<file path="src/rtl/axi4_lite_regbank_if.sv">
// rtl/axi4_lite_regbank_if.sv - native-side request/response bundle between the AXI4-Lite slave and the register bank
interface axi4_lite_regbank_if;
    logic [31:0] ctrl_addr;
    logic [31:0] ctrl_wdata;
    logic [3:0]  ctrl_wstrb;
    logic        ctrl_write_req;
    logic        ctrl_read_req;
    logic [31:0] ctrl_rdata;
    logic        ctrl_write_done;
    logic        ctrl_read_done;
    logic [1:0]  ctrl_resp;
    logic        irq;

    modport slave (
        input  ctrl_addr, ctrl_wdata, ctrl_wstrb, ctrl_write_req, ctrl_read_req,
        output ctrl_rdata, ctrl_write_done, ctrl_read_done, ctrl_resp, irq
    );

    modport master (
        output ctrl_addr, ctrl_wdata, ctrl_wstrb, ctrl_write_req, ctrl_read_req,
        input  ctrl_rdata, ctrl_write_done, ctrl_read_done, ctrl_resp, irq
    );
endinterface

</file>
<file path="src/rtl/axi4_lite_regbank.sv">
// rtl/axi4_lite_regbank.sv - ID/CTRL/STATUS/COUNTER/scratch register bank behind the AXI4-Lite slave native port
module axi4_lite_regbank #(
    parameter int          NUM_REGS    = 4,
    parameter int          WAIT_CYCLES = 0,
    parameter logic [31:0] ID_VALUE    = 32'hA41E_0001
) (
    input  logic                   clk,
    input  logic                   rst_n,
    axi4_lite_regbank_if.slave     bus
);

    localparam logic [0:0] S_IDLE = 1'b0;
    localparam logic [0:0] S_WAIT = 1'b1;
    localparam logic [7:0] WAIT_INIT = 8'(WAIT_CYCLES);

    logic [0:0]  r_state;
    logic [7:0]  r_wait_cnt;
    logic [31:0] r_addr;
    logic [31:0] r_wdata;
    logic [3:0]  r_wstrb;
    logic        r_is_write;
    logic        r_rd_pending;
    logic [1:0]  r_ctrl;
    logic [2:0]  r_status;
    logic [31:0] r_counter;
    logic [31:0] r_scratch [NUM_REGS];
    logic [31:0] r_rdata;
    logic [1:0]  r_resp;
    logic        r_wdone;
    logic        r_rdone;
    logic        r_irq;

    logic [7:0]  w_off;
    logic [7:0]  w_scr_off;
    logic [5:0]  w_idx;
    logic        w_sel_id, w_sel_ctrl, w_sel_status, w_sel_cnt, w_sel_scr;
    logic        w_err;
    logic [31:0] w_bmask;
    logic [31:0] w_rd_val;
    logic        w_commit;
    logic        w_wr_ok;
    logic        w_drop;
    logic        w_wrap;
    logic [2:0]  w_status_clr;
    logic [2:0]  w_status_set;
    logic        w_unused;

    // Only the low address byte decodes; upper bits alias onto the same map.
    assign w_unused = ^r_addr[31:8];

    assign w_commit = (r_state == S_WAIT) && (r_wait_cnt == 8'd0);
    assign w_wr_ok  = w_commit && r_is_write && !w_err;
    assign w_drop   = (r_state != S_IDLE) && (bus.ctrl_write_req || bus.ctrl_read_req);
    assign w_wrap   = r_ctrl[0] && (r_counter == 32'hFFFF_FFFF);
    assign w_bmask  = {{8{r_wstrb[3]}}, {8{r_wstrb[2]}}, {8{r_wstrb[1]}}, {8{r_wstrb[0]}}};

    always_comb begin
        w_off        = r_addr[7:0];
        w_scr_off    = w_off - 8'h10;
        w_idx        = w_scr_off[7:2];
        w_sel_id     = (w_off == 8'h00);
        w_sel_ctrl   = (w_off == 8'h04);
        w_sel_status = (w_off == 8'h08);
        w_sel_cnt    = (w_off == 8'h0C);
        w_sel_scr    = (w_off >= 8'h10) && (w_idx < 6'(NUM_REGS));
        w_err        = (w_off[1:0] != 2'b00)
                     || !(w_sel_id || w_sel_ctrl || w_sel_status || w_sel_cnt || w_sel_scr)
                     || (r_is_write && (w_sel_id || w_sel_cnt));
    end

    always_comb begin
        w_rd_val = 32'd0;
        if (w_sel_id)     w_rd_val = ID_VALUE;
        if (w_sel_ctrl)   w_rd_val = {30'd0, r_ctrl};
        if (w_sel_status) w_rd_val = {29'd0, r_status};
        if (w_sel_cnt)    w_rd_val = r_counter;
        for (int i = 0; i < NUM_REGS; i++) begin
            if (w_sel_scr && (w_idx == 6'(i))) w_rd_val = r_scratch[i];
        end
    end

    // Set sources are ORed in after the clear so a same-cycle set survives a W1C.
    always_comb begin
        w_status_clr = 3'd0;
        if (w_wr_ok && w_sel_status) w_status_clr = r_wdata[2:0] & w_bmask[2:0];
        w_status_set = {w_drop, w_commit && w_err, w_wrap};
    end

    always_ff @(posedge clk or negedge rst_n) begin
        if (!rst_n) begin
            r_state      <= S_IDLE;
            r_wait_cnt   <= 8'd0;
            r_addr       <= 32'd0;
            r_wdata      <= 32'd0;
            r_wstrb      <= 4'd0;
            r_is_write   <= 1'b0;
            r_rd_pending <= 1'b0;
        end else begin
            case (r_state)
                S_IDLE: begin
                    if (bus.ctrl_write_req || bus.ctrl_read_req) begin
                        r_addr       <= bus.ctrl_addr;
                        r_wdata      <= bus.ctrl_wdata;
                        r_wstrb      <= bus.ctrl_wstrb;
                        r_is_write   <= bus.ctrl_write_req;
                        r_rd_pending <= bus.ctrl_write_req && bus.ctrl_read_req;
                        r_wait_cnt   <= WAIT_INIT;
                        r_state      <= S_WAIT;
                    end
                end
                default: begin
                    if (r_wait_cnt != 8'd0) begin
                        r_wait_cnt <= r_wait_cnt - 8'd1;
                    end else if (r_rd_pending) begin
                        // Write done; the read captured alongside it reuses the same address.
                        r_rd_pending <= 1'b0;
                        r_is_write   <= 1'b0;
                        r_wait_cnt   <= WAIT_INIT;
                    end else begin
                        r_state <= S_IDLE;
                    end
                end
            endcase
        end
    end

    always_ff @(posedge clk or negedge rst_n) begin
        if (!rst_n) begin
            r_wdone <= 1'b0;
            r_rdone <= 1'b0;
            r_resp  <= 2'b00;
            r_rdata <= 32'd0;
        end else begin
            r_wdone <= w_commit && r_is_write;
            r_rdone <= w_commit && !r_is_write;
            if (w_commit) r_resp <= w_err ? 2'b10 : 2'b00;
            if (w_commit && !r_is_write) r_rdata <= w_err ? 32'd0 : w_rd_val;
        end
    end

    always_ff @(posedge clk or negedge rst_n) begin
        if (!rst_n) begin
            r_ctrl    <= 2'd0;
            r_status  <= 3'd0;
            r_counter <= 32'd0;
            r_irq     <= 1'b0;
        end else begin
            if (w_wr_ok && w_sel_ctrl) r_ctrl <= (r_ctrl & ~w_bmask[1:0]) | (r_wdata[1:0] & w_bmask[1:0]);
            r_status <= (r_status & ~w_status_clr) | w_status_set;
            if (r_ctrl[0]) r_counter <= r_counter + 32'd1;
            r_irq <= r_status[0] && r_ctrl[1];
        end
    end

    always_ff @(posedge clk or negedge rst_n) begin
        if (!rst_n) begin
            for (int i = 0; i < NUM_REGS; i++) r_scratch[i] <= 32'd0;
        end else if (w_wr_ok && w_sel_scr) begin
            for (int i = 0; i < NUM_REGS; i++) begin
                if (w_idx == 6'(i)) r_scratch[i] <= (r_scratch[i] & ~w_bmask) | (r_wdata & w_bmask);
            end
        end
    end

    assign bus.ctrl_rdata      = r_rdata;
    assign bus.ctrl_write_done = r_wdone;
    assign bus.ctrl_read_done  = r_rdone;
    assign bus.ctrl_resp       = r_resp;
    assign bus.irq             = r_irq;

endmodule

</file>
<file path="src/flat_wrapper.sv">
// flat-port wrapper written by rule: the top's interface ports become plain ports
module axi4_lite_regbank_flat 
#(
    parameter int          NUM_REGS    = 4,
    parameter int          WAIT_CYCLES = 0,
    parameter logic [31:0] ID_VALUE    = 32'hA41E_0001
)
  (clk, rst_n, bus_ctrl_addr, bus_ctrl_wdata, bus_ctrl_wstrb, bus_ctrl_write_req, bus_ctrl_read_req, bus_ctrl_rdata, bus_ctrl_write_done, bus_ctrl_read_done, bus_ctrl_resp, bus_irq);
  axi4_lite_regbank_if bus_i ();
  input  logic clk;
  input  logic rst_n;
  input wire logic [$bits(bus_i.ctrl_addr)-1:0] bus_ctrl_addr;
  input wire logic [$bits(bus_i.ctrl_wdata)-1:0] bus_ctrl_wdata;
  input wire logic [$bits(bus_i.ctrl_wstrb)-1:0] bus_ctrl_wstrb;
  input wire logic [$bits(bus_i.ctrl_write_req)-1:0] bus_ctrl_write_req;
  input wire logic [$bits(bus_i.ctrl_read_req)-1:0] bus_ctrl_read_req;
  output wire logic [$bits(bus_i.ctrl_rdata)-1:0] bus_ctrl_rdata;
  output wire logic [$bits(bus_i.ctrl_write_done)-1:0] bus_ctrl_write_done;
  output wire logic [$bits(bus_i.ctrl_read_done)-1:0] bus_ctrl_read_done;
  output wire logic [$bits(bus_i.ctrl_resp)-1:0] bus_ctrl_resp;
  output wire logic [$bits(bus_i.irq)-1:0] bus_irq;
  assign bus_i.ctrl_addr = bus_ctrl_addr;
  assign bus_i.ctrl_wdata = bus_ctrl_wdata;
  assign bus_i.ctrl_wstrb = bus_ctrl_wstrb;
  assign bus_i.ctrl_write_req = bus_ctrl_write_req;
  assign bus_i.ctrl_read_req = bus_ctrl_read_req;
  assign bus_ctrl_rdata = bus_i.ctrl_rdata;
  assign bus_ctrl_write_done = bus_i.ctrl_write_done;
  assign bus_ctrl_read_done = bus_i.ctrl_read_done;
  assign bus_ctrl_resp = bus_i.ctrl_resp;
  assign bus_irq = bus_i.irq;
  axi4_lite_regbank #(.NUM_REGS(NUM_REGS), .WAIT_CYCLES(WAIT_CYCLES), .ID_VALUE(ID_VALUE)) u_core (.clk(clk), .rst_n(rst_n), .bus(bus_i));
endmodule
</file>
<file path="config.mk">
export PLATFORM = sky130hd
export DESIGN_NAME = axi4_lite_regbank_flat
export DESIGN_NICKNAME = d
export VERILOG_FILES = /design/src/rtl/axi4_lite_regbank_if.sv /design/src/rtl/axi4_lite_regbank.sv /design/src/flat_wrapper.sv
export SDC_FILE = /design/constraint.sdc
export NUM_CORES = 1
export LEC_CHECK = 0
export CORE_MARGIN = 4
export CORE_UTILIZATION = 40
export DETAILED_ROUTE_END_ITERATION = 16
export GPL_ROUTABILITY_DRIVEN = 1
export PLACE_DENSITY = 0.61
export SETUP_SLACK_MARGIN = 0.5
export SYNTH_ARGS = -nofsm -noshare
export SYNTH_HDL_FRONTEND = slang
export SYNTH_SLANG_ARGS = --single-unit
</file>
<file path="constraint.sdc">
create_clock -name clk -period 6.1 [get_ports clk]
set_input_delay 0.61 -clock clk [delete_from_list [all_inputs] [get_ports clk]]
set_output_delay 0.61 -clock clk [all_outputs]
set_load 0.05 [all_outputs]
</file>
==> results by group, run 1 <==
Routing
  – Post-route DRC violation count: 0
  – Via count: around 7700
  – Final ANT Viol Nets: 0
  – DRT iter0 DRCs: approximately 550
  – Vias per cell: 5.54
  – TritonRoute pass-1 iters: 4
  – Avg WL per Cell: approximately 21 µm
  – Final WL: 28800 µm

Clocking
  – Longest Clk Path Bufs: 3
  – Hold-fix buffers, CTS: 0
  – H-tree depth: 1
  – Worst-skew pair later-pin latency: approximately 0.53 ns
  – Cts repair resizes: 0
  – TritonCTS clock tree: done
  – CTS sink count: 256
  – TritonCTS buffer count: 28
  – Clk root buf: clkbuf_16
  – Post-CTS Setup Bufs: 0
  – Clk slew on worst S/H paths: around 0.06 ns

Timing
  – Worst Tran Pin Value: about 1.1 ns
  – # setup viols final: 0
  – Final Cycle Share: 0.578
  – Final Hold Viols: 0
  – Final Skew: between 0.009 and 0.01 ns
  – TNS Setup: 0 ns
  – RSZ-0062 raised after global routing: no
  – Fin. max-slew vios: 0
  – Peak Freq: between 200 and 300 MHz
  – Final Worst Setup Slack: roughly 2.6 ns
  – Crit path time final: 3.52 ns
  – Normalized max-slew margin: 0.288

Placement
  – Post-DP Area: about 13000 µm²
  – Buffers on Ports: a little over 80
  – Placer congestion estimate: just over 0.8
  – HPWL Detailed: between 15000 and 20000 µm
  – Pre-CTS setup slack: 2.60 ns

Logic synthesis
  – Cell taking the most area after synthesis: dfrtp_1
  – Yosys reg bits: between 200 and 300
  – Count leader, synth: dfrtp_1
  – Synthesized area per cell: around 13 µm²
  – Mapped Cells: between 800 and 900
  – Yosys cell types: 60
  – Most instantiated cells after synthesis: 256 x dfrtp_1, 195 x mux2_2, 39 x mux2i_1
  – Synthesized Nets: about 970
  – Synth warn: 0
  – Register area share after synthesis: 0.548
  – Netlist Area Pre-Place: roughly 12000 µm²
  – Ys flop type: dfrtp_1
  – EDFF count, synth: 0
  – Synth top area cells: dfrtp_1 55%, mux2_2 19%, mux2i_1 3.3%
  – Ys async rst share: 1.00
  – Post-synth top area share: 0.548

Final layout
  – Area growth syn-to-layout: 18.5%
  – Area occupied by multi-input gates: 5040 µm²
  – Nets@finish: 1053
  – Fill cells: around 2600
  – Finished Cell Area: approximately 14000 µm²
  – Share of cells above drive strength 1: 0.292
  – FF/Latch Area: about 6400 µm²
  – Diodes inserted: 0

Power and ir drop
  – Sw Pwr: a little over 0.0008 W
  – Int Pwr: between 0.002 and 0.003 W
  – Pleak: around 6.3 nW
  – Combinational power share: 0.047
  – Clock share of power: 0.462
  – Sw Share: 0.227
  – Sequential share of power: 0.491
  – Peak VDD IR: 0.000172 V
  – PwrDens: between 200 and 300 nW/µm²

Global routing
  – Overall Global Routing Usage: 0.182
  – Largest net degree at the start of global routing: about 140
  – Initial antenna violation count: 0
  – Vias in the first global route: 7687
  – Global-route wire length before repair: 45300 µm
  – GRT overflow: 0

Worst setup path
  – Slowest cell on the critical path: o311a_1
  – CP peak stage delay: 1.02 ns
  – R2R setup slack: about 2.6 ns
  – Worst Reg-to-Reg Cells: 4
  – Critical Path AT: 3.94 ns
  – Crit path kind: reg2reg
  – CP Cell Sequence: nor3_1, o311a_1, nand4_2, mux2_2
  – Crit end category: flop
  – Worst setup path startpoint: u_core.r_addr[5]$_DFFE_PN0P_
  – Crit path launch type: flop
  – Critical Path RT: about 6.5 ns
  – Worst-path fanout max: 19
  – Launch point of the worst reg-to-reg path: u_core.r_addr[5]$_DFFE_PN0P_

Floorplanning
  – Die Y: 179 µm
  – DIE AREA: about 32000 µm²
  – Effective utilization at floorplan: 0.406
  – Die width: 179 µm
  – Site row count: a little over 60
  – I/O pins: 109
  – Core Area: 28800 µm²

Job
  – Max Cap Violations: 0

Run status
  – Outcome: complete, no violations

Min path
  – HP Class: in2async
[per-stage QoR]
stage / hold WS [ns] / power, W / cells / utilization
finish: 0.166 / 0.00358 / 1384 / 0.482
global route: 0.249 / 0.00371 / 1384 / 0.482
CTS: 0.233 / 0.00362 / 1384 / 0.482
detailed placement: 0.467 / 0.00196 / 1332 / 0.450
global placement: 0.460 / 0.00196 / 1332 / 0.450
floorplan: 0.314 / 0.00185 / 898 / -
[how the worst min path moves through the flow]
stage / start / end / slack [ns]
2_1_floorplan: rst_n / async pin / 0.31
3_3_place_gp: u_core.r_counter[30]$_DFFE_PN0P_ / u_core.r_counter[30]$_DFFE_PN0P_ / 0.46
3_5_place_dp: u_core.r_counter[30]$_DFFE_PN0P_ / u_core.r_counter[30]$_DFFE_PN0P_ / 0.47
4_1_cts: rst_n / u_core.r_wdata[28]$_DFFE_PN0P_ / 0.23
5_1_grt: rst_n / u_core.r_wdata[28]$_DFFE_PN0P_ / 0.25
6_report: rst_n / u_core.r_wdata[28]$_DFFE_PN0P_ / 0.17
[cells by family after synthesis]
logic type | after synthesis | share of synthesized area
flip-flops | 256 | 0.548
XOR/XNOR | 33 | 0.0247
multiplexers | 234 | 0.221
other | 1 | 0.000321
AO/OA/AOI/OAI | 123 | 0.0802
AND/OR/NAND/NOR | 185 | 0.0988
adder cells (fa/ha/maj) | 3 | 0.00321
buffers and inverters | 63 | 0.0237
[layout make-up]
| class | count | share of cell area |
|---|---|---|
| inverters | 16 | 0.00433 |
| flip-flops and latches | 256 | 0.462 |
| clock buffers | 44 | 0.0629 |
| repair buffers | 97 | 0.0688 |
| multi-input cells | 579 | 0.363 |
| clock inverters | 8 | 0.00343 |
| well taps | 384 | 0.0347 |
[worst max-delay path, delay by kind of cell, from the launching register on]
| family | cells | cell delay (ns) |
|---|---|---|
| simple gates | 2 | 1.47 |
| flops | 1 | 0.46 |
| mux | 1 | 0.44 |
| compound gates | 1 | 1.02 |
[per-layer routing]
layer | wire, µm | global-route usage | vias up
met1 | 13700 | 0.266 | 3947
met4 | 616 | 0.0454 | 0
met2 | 13400 | 0.287 | 163
met5 | 0 | 0 | -
li1 | - | - | 3519
met3 | 1170 | 0.0240 | 35
[power by group through the flow]
stage	logic (W)	clock network (W)	registers, W
after floorplan	0.0000906	0	0.00176
after global placement	0.000171	0	0.00179
after detailed placement	0.000172	0	0.00179
after CTS	0.000173	0.00169	0.00176
after global routing	0.000187	0.00176	0.00176
final	0.000170	0.00165	0.00176
[placed cells by master (no fill, tap or decap), types with 9 or more instances in the layout]
| cell | n |
|---|---|
| inv_1 | 14 |
| clkbuf_8 | 9 |
| mux2i_1 | 39 |
| clkdlybuf4s50_1 | 82 |
| a32o_1 | 19 |
| mux2_2 | 195 |
| xnor2_1 | 25 |
| nor3_1 | 14 |
| o21ai_0 | 32 |
| dfrtp_1 | 255 |
| nand3_1 | 25 |
| clkbuf_16 | 29 |
| nand2_1 | 32 |
| nor2_1 | 24 |
| nand4_1 | 17 |
| buf_4 | 13 |
| nand3_2 | 10 |
| a221o_1 | 15 |
No activity file was read; power rests on OpenSTA's default activity.
==> run 2: changes to the inputs <==
Clock period 6.1 ns to 3.3 ns, I/O delays scaled along.
==> run 2 against run 1 <==
Net effect: combinational power up 100%; first-iteration DRC count shrank 13%; sequential share of layout area is 0.82 points lower; cell count up 1.4%; global-route usage up 0.17 points; sequential power is 84% higher; largest power group is now clock; non-clock buffer count increased by 19.
==> results by group, run 2 (synthesis gave the netlist of run 1 again) <==
Timing
  – Final Cycle Share: 0.810 (+0.232)
  – Crit path time final: 2.67 ns (-0.852 ns)
  – # setup viols final: 0 (unchanged)
  – Final Hold Viols: 0 (unchanged)
  – Final Skew: 0.0121 ns (+0.00270 ns)
  – Fin. max-slew vios: 0 (unchanged)
  – Worst Tran Pin Value: 0.952 ns (-0.116 ns)
  – TNS Setup: 0 ns (unchanged)
  – Hold slack: 0.375 ns (+0.209 ns)
  – Normalized max-slew margin: 0.362 (+0.0739)
  – Peak Freq: 374 MHz (+32%)
  – RSZ-0062 raised after global routing: no

Floorplanning
  – Die Y: 179 µm (unchanged)
  – Core Area: 28800 µm² (unchanged)
  – DIE AREA: 32000 µm² (unchanged)
  – Die width: 179 µm (unchanged)
  – I/O pins: 109 (unchanged)
  – Site row count: 62 (unchanged)
  – Effective utilization at floorplan: 0.406 (unchanged)

Final layout
  – Area occupied by multi-input gates: 5030 µm² (about the same)
  – Area growth syn-to-layout: 20.7%
  – Nets@finish: 1072 (+1.8%)
  – Most common cell after layout, fill and taps aside: dfrtp_1
  – Finished Cell Area: 14100 µm² (+1.8%)
  – Most frequent cells in the layout: 255 x dfrtp_1, 195 x mux2_2, 82 x clkdlybuf4s50_1, 39 x mux2i_1
  – Final Core Density: 0.490 (+0.00869)
  – Fill cells: 2529 (-0.94%)
  – Diodes inserted: 0 (unchanged)
  – Share of cells above drive strength 1: 0.307 (+0.0152)
  – FF/Latch Area: 6410 µm² (unchanged)

Routing
  – Final ANT Viol Nets: 0 (unchanged)
  – Post-route DRC violation count: 0 (unchanged)
  – Final WL: 29200 µm (+1.2%)
  – TritonRoute pass-1 iters: 5 (+1)
  – Via count: 7721 (+0.74%)
  – Vias per cell: 5.50 (-0.62%)
  – Avg WL per Cell: 20.8 µm (-0.17%)
  – DRT iter0 DRCs: 475 (-13%)

Power and ir drop
  – PwrDens: 487 nW/µm² (+89%)
  – Pleak: 6.42 nW (+2.1%)
  – Peak VDD IR: 0.000327 V (+90%)

Worst setup path
  – Crit path kind: reg2reg
  – Crit path launch type: flop
  – Crit end category: flop
  – R2R setup slack: 0.63 ns (-1.95 ns)
  – Critical Path AT: 3.09 ns (-0.85 ns)
  – Worst-path fanout max: 8 (-11)
  – Critical Path RT: 3.72 ns (-2.79 ns)

Global routing
  – Vias in the first global route: 7844 (+2.0%)
  – GRT overflow: 0 (unchanged)
  – Overall Global Routing Usage: 0.183 (+0.00169)
  – Initial antenna violation count: 0 (unchanged)
  – Largest net degree at the start of global routing: 81 (-40%)
  – Global-route wire length before repair: 45800 µm (+0.93%)

Min path
  – HP Class: in2async

Clocking
  – Longest Clk Path Bufs: 3 (unchanged)
  – H-tree depth: 1 (unchanged)
  – Clk root buf: clkbuf_16
  – CTS sink count: 256 (unchanged)
  – Clk slew on worst S/H paths: 0.06 ns (about the same)
  – Post-CTS Setup Bufs: 0 (unchanged)
  – TritonCTS buffer count: 28 (unchanged)
  – TritonCTS clock tree: done
  – Worst-skew pair later-pin latency: 0.54 ns (about the same)

Run status
  – Outcome: complete, no violations

Job
  – Max Cap Violations: 0 (unchanged)

Placement
  – Post-DP Area: 13100 µm² (+1.2%)
  – HPWL Detailed: 19500 µm (+3.7%)
  – Buffers on Ports: 83 (unchanged)
  – Placer congestion estimate: 0.836 (+3.0%)
==> run 2: changes by cell type in the layout (fill, tap and decap cells not counted), moves of 2 or more <==
cell,delta
bufinv_16,+3
buf_4,+16
buf_12,+2
clkbuf_1,-2
==> run 2: per-stage QoR <==
stage	setup slack, ns	total power [W]	cells
finish	0.628	0.00688	1403
global route	0.509	0.00712	1403
CTS	0.540	0.00697	1403
detailed placement	0.568	0.00364	1350
global placement	0.610	0.00363	1350
floorplan	0.979	0.00343	898
==> run 2: layout make-up <==
class                           count  share of cell area
Sequential cell                   256               0.454
Clock inverter                      9             0.00869
Inverter                           16             0.00426
Clock buffer                       43              0.0623
Tap cell                          384              0.0341
Timing Repair Buffer              116              0.0796
Multi-Input combinational cell    579               0.357
==> run 2: repair_timing <==
item,4_1_cts,5_1_grt
endpoints found under the setup margin,0,21
hold buffers,1,0
gates resized for setup,0,1
hold endpoints to repair,76,0
==> run 2: worst max-delay path, cell delays in order, from the launching register on <==
cell	delay, ns
dfrtp_1	0.43
or4b_1	0.82
nor3_4	0.53
nand3_2	0.39
mux2_2	0.38
==> run 2: power by group <==
part	internal [W]	total, W	switching, W
combinational	0.000145	0.000341	0.000196
clock	0.00206	0.00330	0.00124
sequential	0.00318	0.00324	0.0000621
==> run 2: worst paths after layout <==
path / start / end / cells after the start
setup / recovery: u_core.r_wait_cnt[2]$_DFFE_PN0P_ / flop / 4
max in group asynchronous: rst_n / async pin / 3
min in group clk: bus_ctrl_wdata[3] / u_core.r_wdata[3]$_DFFE_PN0P_ / 2
setup reg to reg: u_core.r_wait_cnt[2]$_DFFE_PN0P_ / flop / 4
hold / removal: rst_n / async pin / 2
hold reg to reg: u_core.r_counter[30]$_DFFE_PN0P_ / u_core.r_counter[30]$_DFFE_PN0P_ / 1
==> run 2: routing by layer <==
layer	GRT usage	routed length, µm	up-vias
met5	0	0	-
met1	0.270	13800	3966
li1	-	-	3551
met4	0.0457	573	0
met2	0.286	13500	168
met3	0.0276	1350	36
